==> src/rtl/uart_autobaud_pkg.sv <==
// Shared definitions for the UART auto-baud configurator: FSM states,
// sync character, and measurement constants.
package uart_autobaud_pkg;

  typedef enum logic [2:0] {
    WAIT_IDLE,
    WAIT_START,
    MEASURE,
    CHECK,
    LOCKED
  } ab_state_t;

  localparam logic [7:0]  SYNC_CHAR = 8'h55;
  localparam int unsigned TOL_SHIFT = 2;
  // 0x55 toggles on every bit, so start + data bits 0..6 give 8 intervals
  localparam int unsigned NUM_EDGES = 8;

endpackage

==> src/rtl/uart_autobaud_if.sv <==
// Receiver-side link: divisor/enable out to the uart receiver, byte/error
// pulses back from it.
interface uart_autobaud_if;
  logic [31:0] clkdiv;
  logic        rx_en;
  logic        rx_recv;
  logic        rx_err;

  modport master (output clkdiv, rx_en, input rx_recv, rx_err);
  modport slave  (input clkdiv, rx_en, output rx_recv, rx_err);
endinterface

==> src/rtl/uart_edge_timer.sv <==
// Interval timer for the sync character: flags rx edges while running and
// reports the cycles since the previous edge, a running total and a timeout.
module uart_edge_timer #(
  parameter int unsigned MAX_BIT = 65535,
  parameter int unsigned CW      = $clog2(MAX_BIT + 2)
) (
  input  logic          clk,
  input  logic          rst,
  input  logic          rx,
  input  logic          start,
  input  logic          run,
  output logic          rx_edge,
  output logic [CW-1:0] interval,
  output logic [31:0]   total,
  output logic          timeout
);

  logic          rx_q;
  logic [CW-1:0] int_cnt;
  logic [31:0]   total_cnt;

  always_ff @(posedge clk) begin
    if (rst) begin
      rx_q      <= 1'b1;
      int_cnt   <= '0;
      total_cnt <= '0;
    end else begin
      rx_q <= rx;
      if (start) begin
        int_cnt   <= CW'(1);
        total_cnt <= 32'd1;
      end else if (run) begin
        if (rx_edge)
          int_cnt <= CW'(1);
        else if (int_cnt != '1)
          int_cnt <= int_cnt + CW'(1);
        if (total_cnt != '1)
          total_cnt <= total_cnt + 32'd1;
      end
    end
  end

  assign rx_edge  = run && (rx != rx_q);
  assign timeout  = run && (int_cnt > CW'(MAX_BIT));
  assign interval = int_cnt;
  assign total    = total_cnt;

endmodule

==> src/rtl/uart_autobaud.sv <==
// UART auto-baud configurator: times one 0x55 sync character, derives clkdiv,
// then supervises receiver framing errors and recalibrates when they persist.
module uart_autobaud
  import uart_autobaud_pkg::*;
#(
  parameter int unsigned IDLE_MIN    = 1024,
  parameter int unsigned MAX_BIT     = 65535,
  parameter int unsigned ERR_LIMIT   = 4,
  parameter logic [31:0] DEFAULT_DIV = 32'd103
) (
  input  logic                   clk,
  input  logic                   rst,
  input  logic                   rx,
  input  logic                   recal,
  uart_autobaud_if.master        rxif,
  output logic                   locked,
  output logic                   cal_done,
  output logic                   cal_err
);

  localparam int unsigned CW = $clog2(MAX_BIT + 2);
  localparam int unsigned IW = $clog2(IDLE_MIN + 1);
  localparam int unsigned EW = $clog2(ERR_LIMIT + 1);

  ab_state_t     state, state_nxt;
  logic [IW-1:0] idle_cnt;
  logic [EW-1:0] err_cnt;
  logic [3:0]    edge_cnt;
  logic [CW-1:0] d [NUM_EDGES];
  logic [31:0]   total_cap;
  logic [31:0]   clkdiv_q;

  logic          tm_start, tm_run, rx_edge, timeout;
  logic [CW-1:0] interval;
  logic [31:0]   total;
  logic          accept, rx_en_s;
  logic [CW-1:0] tol, diff;

  uart_edge_timer #(.MAX_BIT(MAX_BIT), .CW(CW)) u_timer (
    .clk      (clk),
    .rst      (rst),
    .rx       (rx),
    .start    (tm_start),
    .run      (tm_run),
    .rx_edge  (rx_edge),
    .interval (interval),
    .total    (total),
    .timeout  (timeout)
  );

  // Every interval must sit within d0 +/- d0/4, and d0 must be long enough to trust
  always_comb begin
    tol    = d[0] >> TOL_SHIFT;
    diff   = '0;
    accept = (d[0] >= CW'(4));
    for (int unsigned i = 1; i < NUM_EDGES; i++) begin
      diff = (d[i] > d[0]) ? (d[i] - d[0]) : (d[0] - d[i]);
      if (diff > tol)
        accept = 1'b0;
    end
  end

  always_ff @(posedge clk) begin
    if (rst)
      state <= WAIT_IDLE;
    else
      state <= state_nxt;
  end

  always_comb begin
    state_nxt = state;
    if (recal) begin
      state_nxt = WAIT_IDLE;
    end else begin
      unique case (state)
        WAIT_IDLE:  if (rx && idle_cnt == IW'(IDLE_MIN - 1)) state_nxt = WAIT_START;
        WAIT_START: if (!rx) state_nxt = MEASURE;
        MEASURE: begin
          if (timeout)
            state_nxt = WAIT_IDLE;
          else if (rx_edge && edge_cnt == 4'(NUM_EDGES - 1))
            state_nxt = CHECK;
        end
        CHECK:      state_nxt = accept ? LOCKED : WAIT_IDLE;
        LOCKED:     if (rxif.rx_err && err_cnt >= EW'(ERR_LIMIT - 1)) state_nxt = WAIT_IDLE;
        default:    state_nxt = WAIT_IDLE;
      endcase
    end
  end

  always_comb begin
    rx_en_s  = (state == LOCKED);
    tm_start = (state == WAIT_START) && !rx && !recal;
    tm_run   = (state == MEASURE);
    cal_done = (state == CHECK) && accept && !recal;
    cal_err  = !recal && (((state == CHECK) && !accept) ||
                          ((state == MEASURE) && timeout));
  end

  always_ff @(posedge clk) begin
    if (rst) begin
      idle_cnt  <= '0;
      err_cnt   <= '0;
      edge_cnt  <= '0;
      total_cap <= '0;
      clkdiv_q  <= DEFAULT_DIV;
      for (int unsigned i = 0; i < NUM_EDGES; i++)
        d[i] <= '0;
    end else begin
      if (state == WAIT_IDLE && rx && !recal) begin
        if (idle_cnt != '1)
          idle_cnt <= idle_cnt + IW'(1);
      end else begin
        idle_cnt <= '0;
      end

      if (state == LOCKED && state_nxt == LOCKED) begin
        if (rxif.rx_err) begin
          if (err_cnt != '1)
            err_cnt <= err_cnt + EW'(1);
        end else if (rxif.rx_recv) begin
          err_cnt <= '0;
        end
      end else begin
        err_cnt <= '0;
      end

      if (tm_start) begin
        edge_cnt <= '0;
      end else if (tm_run && rx_edge && !timeout && edge_cnt < 4'(NUM_EDGES)) begin
        d[edge_cnt[2:0]] <= interval;
        edge_cnt         <= edge_cnt + 4'd1;
        // Timer total keeps running past the last edge, so latch it here
        if (edge_cnt == 4'(NUM_EDGES - 1))
          total_cap <= total;
      end

      if (cal_done)
        clkdiv_q <= (total_cap >> $clog2(NUM_EDGES)) - 32'd1;
    end
  end

  assign rxif.clkdiv = clkdiv_q;
  assign rxif.rx_en  = rx_en_s;
  assign locked      = rx_en_s;

endmodule

==> src/flat_wrapper.sv <==
// flat-port wrapper written by rule: the top's interface ports become plain ports
module uart_autobaud_flat import uart_autobaud_pkg::*;
#(
  parameter int unsigned IDLE_MIN    = 1024,
  parameter int unsigned MAX_BIT     = 65535,
  parameter int unsigned ERR_LIMIT   = 4,
  parameter logic [31:0] DEFAULT_DIV = 32'd103
)
  (clk, rst, rx, recal, locked, cal_done, cal_err, rxif_clkdiv, rxif_rx_en, rxif_rx_recv, rxif_rx_err);
  uart_autobaud_if rxif_i ();
  input  logic clk;
  input  logic rst;
  input  logic rx;
  input  logic recal;
  output logic locked;
  output logic cal_done;
  output logic cal_err;
  output wire logic [$bits(rxif_i.clkdiv)-1:0] rxif_clkdiv;
  output wire logic [$bits(rxif_i.rx_en)-1:0] rxif_rx_en;
  input wire logic [$bits(rxif_i.rx_recv)-1:0] rxif_rx_recv;
  input wire logic [$bits(rxif_i.rx_err)-1:0] rxif_rx_err;
  assign rxif_clkdiv = rxif_i.clkdiv;
  assign rxif_rx_en = rxif_i.rx_en;
  assign rxif_i.rx_recv = rxif_rx_recv;
  assign rxif_i.rx_err = rxif_rx_err;
  uart_autobaud #(.IDLE_MIN(IDLE_MIN), .MAX_BIT(MAX_BIT), .ERR_LIMIT(ERR_LIMIT), .DEFAULT_DIV(DEFAULT_DIV)) u_core (.clk(clk), .rst(rst), .rx(rx), .recal(recal), .rxif(rxif_i), .locked(locked), .cal_done(cal_done), .cal_err(cal_err));
endmodule
==> config.mk <==
export PLATFORM = sky130hd
export DESIGN_NAME = uart_autobaud_flat
export DESIGN_NICKNAME = d
export VERILOG_FILES = /design/src/rtl/uart_autobaud_pkg.sv /design/src/rtl/uart_autobaud_if.sv /design/src/rtl/uart_edge_timer.sv /design/src/rtl/uart_autobaud.sv /design/src/flat_wrapper.sv
export SDC_FILE = /design/constraint.sdc
export NUM_CORES = 1
export LEC_CHECK = 0
export CORE_ASPECT_RATIO = 1.25
export CORE_MARGIN = 5
export CORE_UTILIZATION = 56
export CTS_BUF_LIST = sky130_fd_sc_hd__clkbuf_16
export CTS_CLUSTER_DIAMETER = 50
export DETAILED_ROUTE_END_ITERATION = 10
export PLACE_DENSITY = 0.79
export SLEW_MARGIN = 25
export SYNTH_ARGS = -nofsm -noshare
export SYNTH_HDL_FRONTEND = slang
export SYNTH_SLANG_ARGS = --single-unit
==> constraint.sdc <==
create_clock -name clk -period 6.66 [get_ports clk]
set_input_delay 1.332 -clock clk [delete_from_list [all_inputs] [get_ports clk]]
set_output_delay 1.332 -clock clk [all_outputs]
set_load 0.005 [all_outputs]
==> run metrics, run 1 <==
worst hold margin 0.4746 ns; Most used DFF post-synth edfxtp_1; syn avg cell area 8.495 sq um; Die Width 198.0 microns; final worst-path cycle share 1.152; I/O pin total 42; first-pass GRT wire length 136400 microns; Iteration-0 DRC Markers 2070; Adder-Cell Fraction of Synth Area 0.1863; clk_skew 0.03063 ns; P_sw 0.002081 W; multi-input logic area 17360 sq um; Post-Synth Simple-Gate Area 0.1972; fin area 32290 sq um; mux cell area share after synthesis 0.04876; Clock Latency Late Sink 0.60 ns; Die ar. 48500 sq um; Synth Instances 2912; Slew Limit Fails 0; number of synthesized flops with an enable pin 136; fill cell count 3339; max-cap viol count 0; CTS tree built; Final Worst Setup Slack -1.011 ns; kind of end point of the critical path output port; Worst-path clk slew 0.07 ns; Synth Area in XOR/XNOR 0.06232; placed inst area 30450 sq um; sequential share of power 0.306; Register Area 6686 sq um; Int Pwr 0.003782 W; Seq/Total Area, Yosys 0.2703; chip height 245.0 microns; first drt pass iteration count 6; TritonCTS buffer count 29; most common cell after layout, fill and taps aside buf_4; total gr overflow 0; number of distinct library cells after synthesis 90; DRC viols 0; vias in the first global route 25268; crit start category register; Compound-Gate Fraction of Synth Area 0.1797; final hold vios 0; Rows 86; Layout area overhead 30.56%; via count 25129; sw frac 0.3549; Root Buffer clkbuf_16; leakage 14.72 nW; top achievable clock speed 130.4 MHz; RSZ-0062 raised after global routing yes; share of layout cells above drive strength 1 0.2608; Routed wire per std cell 21.48 microns; final std cells w/o fill 4138; CTS max path bufs 3; share of synthesized registers carrying an async set or reset 0; worst-margin pin slew 1.112 ns; post-DP HPWL 69090 microns; final setup fails 2; Placer Congestion 1.047; Comb pwr share 0.428; Power per Cell Area 181.5 nW/um^2; Final Critical Period 7.671 ns; failing checks negative setup slack; fin nets 3905; total wire length 88890 microns; Total Power 0.005863 W; clock tree sinks 266; WP data arrival 6.34 ns; crit path kind register to output port; DR vias/cell 6.073; largest family of logic cells by synthesized area simple AND/OR/NAND/NOR gates; maximum VDD drop 220.2 uV; initial antenna violation count 2; Worst Path Required 5.33 ns; synthesized cell area 24740 sq um; worst hold path class register to register; core area 43900 sq um; most frequent cells in the layout buf_4 (679), ha_1 (328), a21oi_1 (250); Rel. slew slack 0.2531; total track usage 0.3541; Clk pwr share 0.266; Max FO, Critical Path 4; DP Cell Count 4044; Starting Density 0.5634; Detail Route Antenna Nets 0; CTS H-tree depth 1; Yosys reg bits 266; IO Port Bufs 41; count of warnings emitted by yosys 0; Post-Syn Nets 3278; status finished with violations; pin count of the biggest net entering global routing 89
==> layout make-up <==
cell class                 count  share of cell area
inverter                     195             0.02313
tap                          572             0.02216
clock buffer                  30             0.02325
multi-input combinational   2306              0.5375
sequential                   266              0.2070
timing repair buffer         741              0.1819
clock inverter                24            0.004765
antenna                        4           0.0003099
==> cell families after synthesis <==
family	count (synthesis)
muxes	106
adders and majority gates	360
and+or+nand+nor	958
xor gates and xnor gates	176
DFF	266
AOI/OAI and AO/OA	706
buffers and inverters	340
==> path summary, 6_finish.rpt <==
path                 startpoint                      to  slack [ns]  cells after the start
min reg2reg  u_core.edge_cnt[3]      u_core.edge_cnt[3]        0.47                      1
max reg2reg      u_core.d[0][1]  u_core.rxif.clkdiv[12]        0.40                     28
min          u_core.edge_cnt[3]      u_core.edge_cnt[3]        0.47                      1
max              u_core.d[0][1]                cal_done       -1.01                     26
==> worst max-delay path, stage by stage, from the launching register on <==
cell	delay, ns
edfxtp_1	0.42
clkinvlp_4	0.17
buf_12	0.16
ha_4	0.26
nand4_1	0.17
nor4_4	0.29
and3_4	0.25
o32ai_4	0.11
mux2i_2	0.19
a311oi_2	0.31
o221a_2	0.27
o221ai_2	0.10
a221oi_2	0.27
xnor2_1	0.20
ha_1	0.30
a211oi_2	0.19
o211ai_1	0.11
a21oi_1	0.17
a222oi_1	0.16
a31oi_4	0.21
nand4b_1	0.20
or4b_4	0.54
nor4_4	0.14
nand3_1	0.12
nor4_2	0.18
buf_4	0.17
buf_6	0.08
==> metrics by stage <==
stage / utilization / setup slack, ns / TNS [ns]
finish: 0.7356 / -1.011 / -1.846
global route: 0.7354 / -1.195 / -2.193
CTS: 0.7310 / -1.102 / -1.832
detailed placement: 0.6937 / -1.063 / -1.866
global placement: 0.6936 / -1.030 / -1.856
floorplan: - / -0.3307 / -0.3638
==> Yosys cell counts (23+ instances only) <==
cell / instances / area (sq um)
inv_1: 193 / 724.4
nand3_1: 59 / 295.3
buf_2: 28 / 140.1
nand4_1: 60 / 375.4
a21oi_1: 264 / 1321
nor2b_1: 49 / 306.5
mux2_4: 23 / 345.3
nor2_1: 214 / 803.3
nor3_1: 65 / 325.3
mux2_2: 24 / 270.3
a21o_1: 69 / 518.0
xor2_1: 80 / 700.7
ha_1: 346 / 4329
nor4_1: 30 / 187.7
and2_1: 133 / 832.1
dfxtp_1: 130 / 2603
o21ai_0: 143 / 715.7
xnor2_1: 96 / 840.8
a211oi_1: 31 / 232.7
nand2_1: 223 / 837.1
edfxtp_1: 136 / 4084
nand2b_1: 26 / 162.7
clkbuf_1: 105 / 394.1
mux2i_1: 59 / 590.6
==> per-layer routing <==
metal  global-route usage  vias to the layer above  part of all wire
met5                    0                        -                 0
met4               0.2360                        0             0.084
met3              0.04681                      380             0.072
met2               0.6005                     1184              0.47
met1               0.4160                    11889              0.37
li1                     -                    11676                 -
==> registers in the layout, summed over array words and instances (netlist names) <==
| name | flops |
|---|---|
| u_core.d | 136 |
| u_core.u_timer.total | 32 |
| u_core.rxif.clkdiv | 30 |
| u_core.total_cap | 29 |
| u_core.u_timer.interval | 17 |
| u_core.idle_cnt | 11 |
| u_core.edge_cnt | 4 |
| u_core.err_cnt | 3 |
| u_core.state | 3 |
| u_core.u_timer.rx_q | 1 |
==> timing repair <==
| action | 4_1_cts | 5_1_grt |
|---|---|---|
| gates resized for setup | 99 | 33 |
| setup buffers | 34 | 5 |
| hold buffers | 0 | 0 |
| pin swaps | 51 | 45 |
| setup endpoints to repair | 2 | 2 |
==> power by group through the flow <==
stage	combinational [W]	sequential, W	clock [W]
CTS	0.00242	0.00179	0.00158
floorplan	0.00131	0.00183	0
global route	0.00270	0.00180	0.00165
detailed placement	0.00230	0.00183	0
finish	0.00251	0.00180	0.00156
global placement	0.00224	0.00183	0
Power figures use the tool's default switching activity.
==> run 2: changes to the inputs <==
Settings changed: MAX_ROUTING_LAYER set to met4.
==> run 2 against run 1 <==
The flow still finishes with violations (negative setup slack). Combinational power grew 2%. Critical path depth up 1. Critical endpoint unchanged. Sequential power is essentially flat. Sequential share of layout area decreased by 0.27 points. Via count down 0.38%. Final cell count rose by 0.39%. Die area stayed put. Routed wire length grew 2.6%. Setup slack improved by 0.095 ns.
==> run metrics, run 2 (synthesis results as in run 1) <==
status finished with violations; failing checks negative setup slack; total wire length 91170 microns; Root Buffer clkbuf_16; WP data arrival 6.24 ns; RSZ-0062 raised after global routing yes; leakage 14.86 nW; worst hold path class register to register; initial antenna violation count 3; clk_skew 0.01081 ns; sw frac 0.3497; P_sw 0.002103 W; I/O pin total 42; core area 43900 sq um; pin count of the biggest net entering global routing 61; Buf+Inv Stages, Crit Path 7; Die ar. 48500 sq um; total gr overflow 0; Slew Limit Fails 0; crit path kind register to output port; Place WS -1.212 ns; crit start category register; final hold vios 0; sequential share of power 0.299; fin nets 3920; max FFs per register 136; CTS max path bufs 3; maximum VDD drop 222.4 uV; Final Critical Period 7.576 ns; clock tree sinks 266; final worst-path cycle share 1.138; via count 25033; kind of cell adding the most delay to the critical path compound AO/OA/AOI/OAI gates; DRC viols 0; final setup fails 2; Rel. slew slack 0.2774; Die Width 198.0 microns; DR vias/cell 6.026; IO Port Bufs 41; first-pass GRT wire length 137700 microns; Iteration-0 DRC Markers 2082; Largest Register u_core.d; Int Pwr 0.003909 W; TritonCTS buffer count 29; fill cell count 3303; Clk pwr share 0.276; Layout area overhead 32.25%; max-cap viol count 0; worst-path cell with the longest stage delay or4b_4; Worst-path clk slew 0.06 ns; worst-margin pin slew 1.076 ns; Comb pwr share 0.426; most frequent cells in the layout buf_4 (679), ha_1 (324), a21oi_1 (248); Final Worst Setup Slack -0.9165 ns; top achievable clock speed 132.0 MHz; Total Power 0.006012 W; Worst Path Required 5.33 ns; vias in the first global route 25361; Power per Cell Area 183.8 nW/um^2; first drt pass iteration count 7; Clock Latency Late Sink 0.58 ns; Most Frequent Cell on Critical Path buf_4; Max FO, Critical Path 3; CTS tree built; post-DP HPWL 70830 microns; most common cell after layout, fill and taps aside buf_4; worst hold margin 0.4710 ns; setup_tns -1.788 ns; share of layout cells above drive strength 1 0.2709; kind of end point of the critical path output port; Starting Density 0.5634; chip height 245.0 microns; total track usage 0.3695; CTS H-tree depth 1; max incr delay on CP 0.54 ns; Rows 86; Routed wire per std cell 21.95 microns; Detail Route Antenna Nets 0; Placer Congestion 1.046
run 2: cell count changes in the layout (fill, tap and decap cells not counted), moves of 3 or more:
| cell | change |
|---|---|
| inv_2 | -3 |
| buf_6 | +12 |
| nand3_1 | -3 |
| clkinv_4 | +4 |
| mux2i_2 | +3 |
| bufinv_16 | +3 |
| ha_1 | -4 |
| ha_2 | +3 |
| clkinv_2 | +3 |
| clkinvlp_4 | +3 |
| inv_4 | -4 |
| nor4_1 | -3 |
run 2: power by group through the flow:
stage / Sequential, W / Clock, W / Combinational (W)
2_1_floorplan: 0.00183 / 0 / 0.00131
3_3_place_gp: 0.00183 / 0 / 0.00226
3_5_place_dp: 0.00183 / 0 / 0.00231
4_1_cts: 0.00179 / 0.00166 / 0.00240
5_1_grt: 0.00180 / 0.00175 / 0.00276
6_report: 0.00180 / 0.00166 / 0.00256
run 2: final cells by class:
| class | instances | area (sq um) | area share |
|---|---|---|---|
| inverters | 195 | 754.5 | 0.02306 |
| flip-flops and latches | 266 | 6686 | 0.2044 |
| multi-input cells | 2306 | 17520 | 0.5356 |
| diodes | 5 | 12.51 | 0.0003825 |
| clock inverters | 24 | 225.2 | 0.006884 |
| well taps | 572 | 715.7 | 0.02188 |
| clock buffers | 30 | 750.7 | 0.02295 |
| repair buffers | 756 | 6048 | 0.1849 |
run 2: timing repair:
action                                  in CTS  in global routing
pin swaps                                   30                 53
hold buffers                                 0                  0
buffers inserted                            21                 30
gates resized for setup                     76                102
endpoints found under the setup margin       2                 25
run 2: final timing paths:
kind | from | end | slack, ns | depth (start not counted)
worst min register to register | u_core.edge_cnt[3] | u_core.edge_cnt[3] | 0.47 | 1
worst max register to register | u_core.d[0][5] | u_core.rxif.clkdiv[20] | 0.36 | 29
worst max-delay path | u_core.d[0][1] | cal_done | -0.92 | 27
worst min-delay path | u_core.edge_cnt[3] | u_core.edge_cnt[3] | 0.47 | 1
run 2: stage by stage:
stage,utilization,instances,area (sq um)
after floorplan,-,2912,24820
after global placement,0.6950,4047,30510
after detailed placement,0.6951,4047,30520
after CTS,0.7289,4121,32000
after global routing,0.7449,4150,32700
final,0.7452,4154,32710
run 2: metal layers:
metal	global-route usage	vias up	part of all wire
li1	-	11675	-
met1	0.4221	11929	0.38
met2	0.6247	1078	0.48
met3	0.03734	351	0.065
met4	0.2222	0	0.075
met5	-	-	0
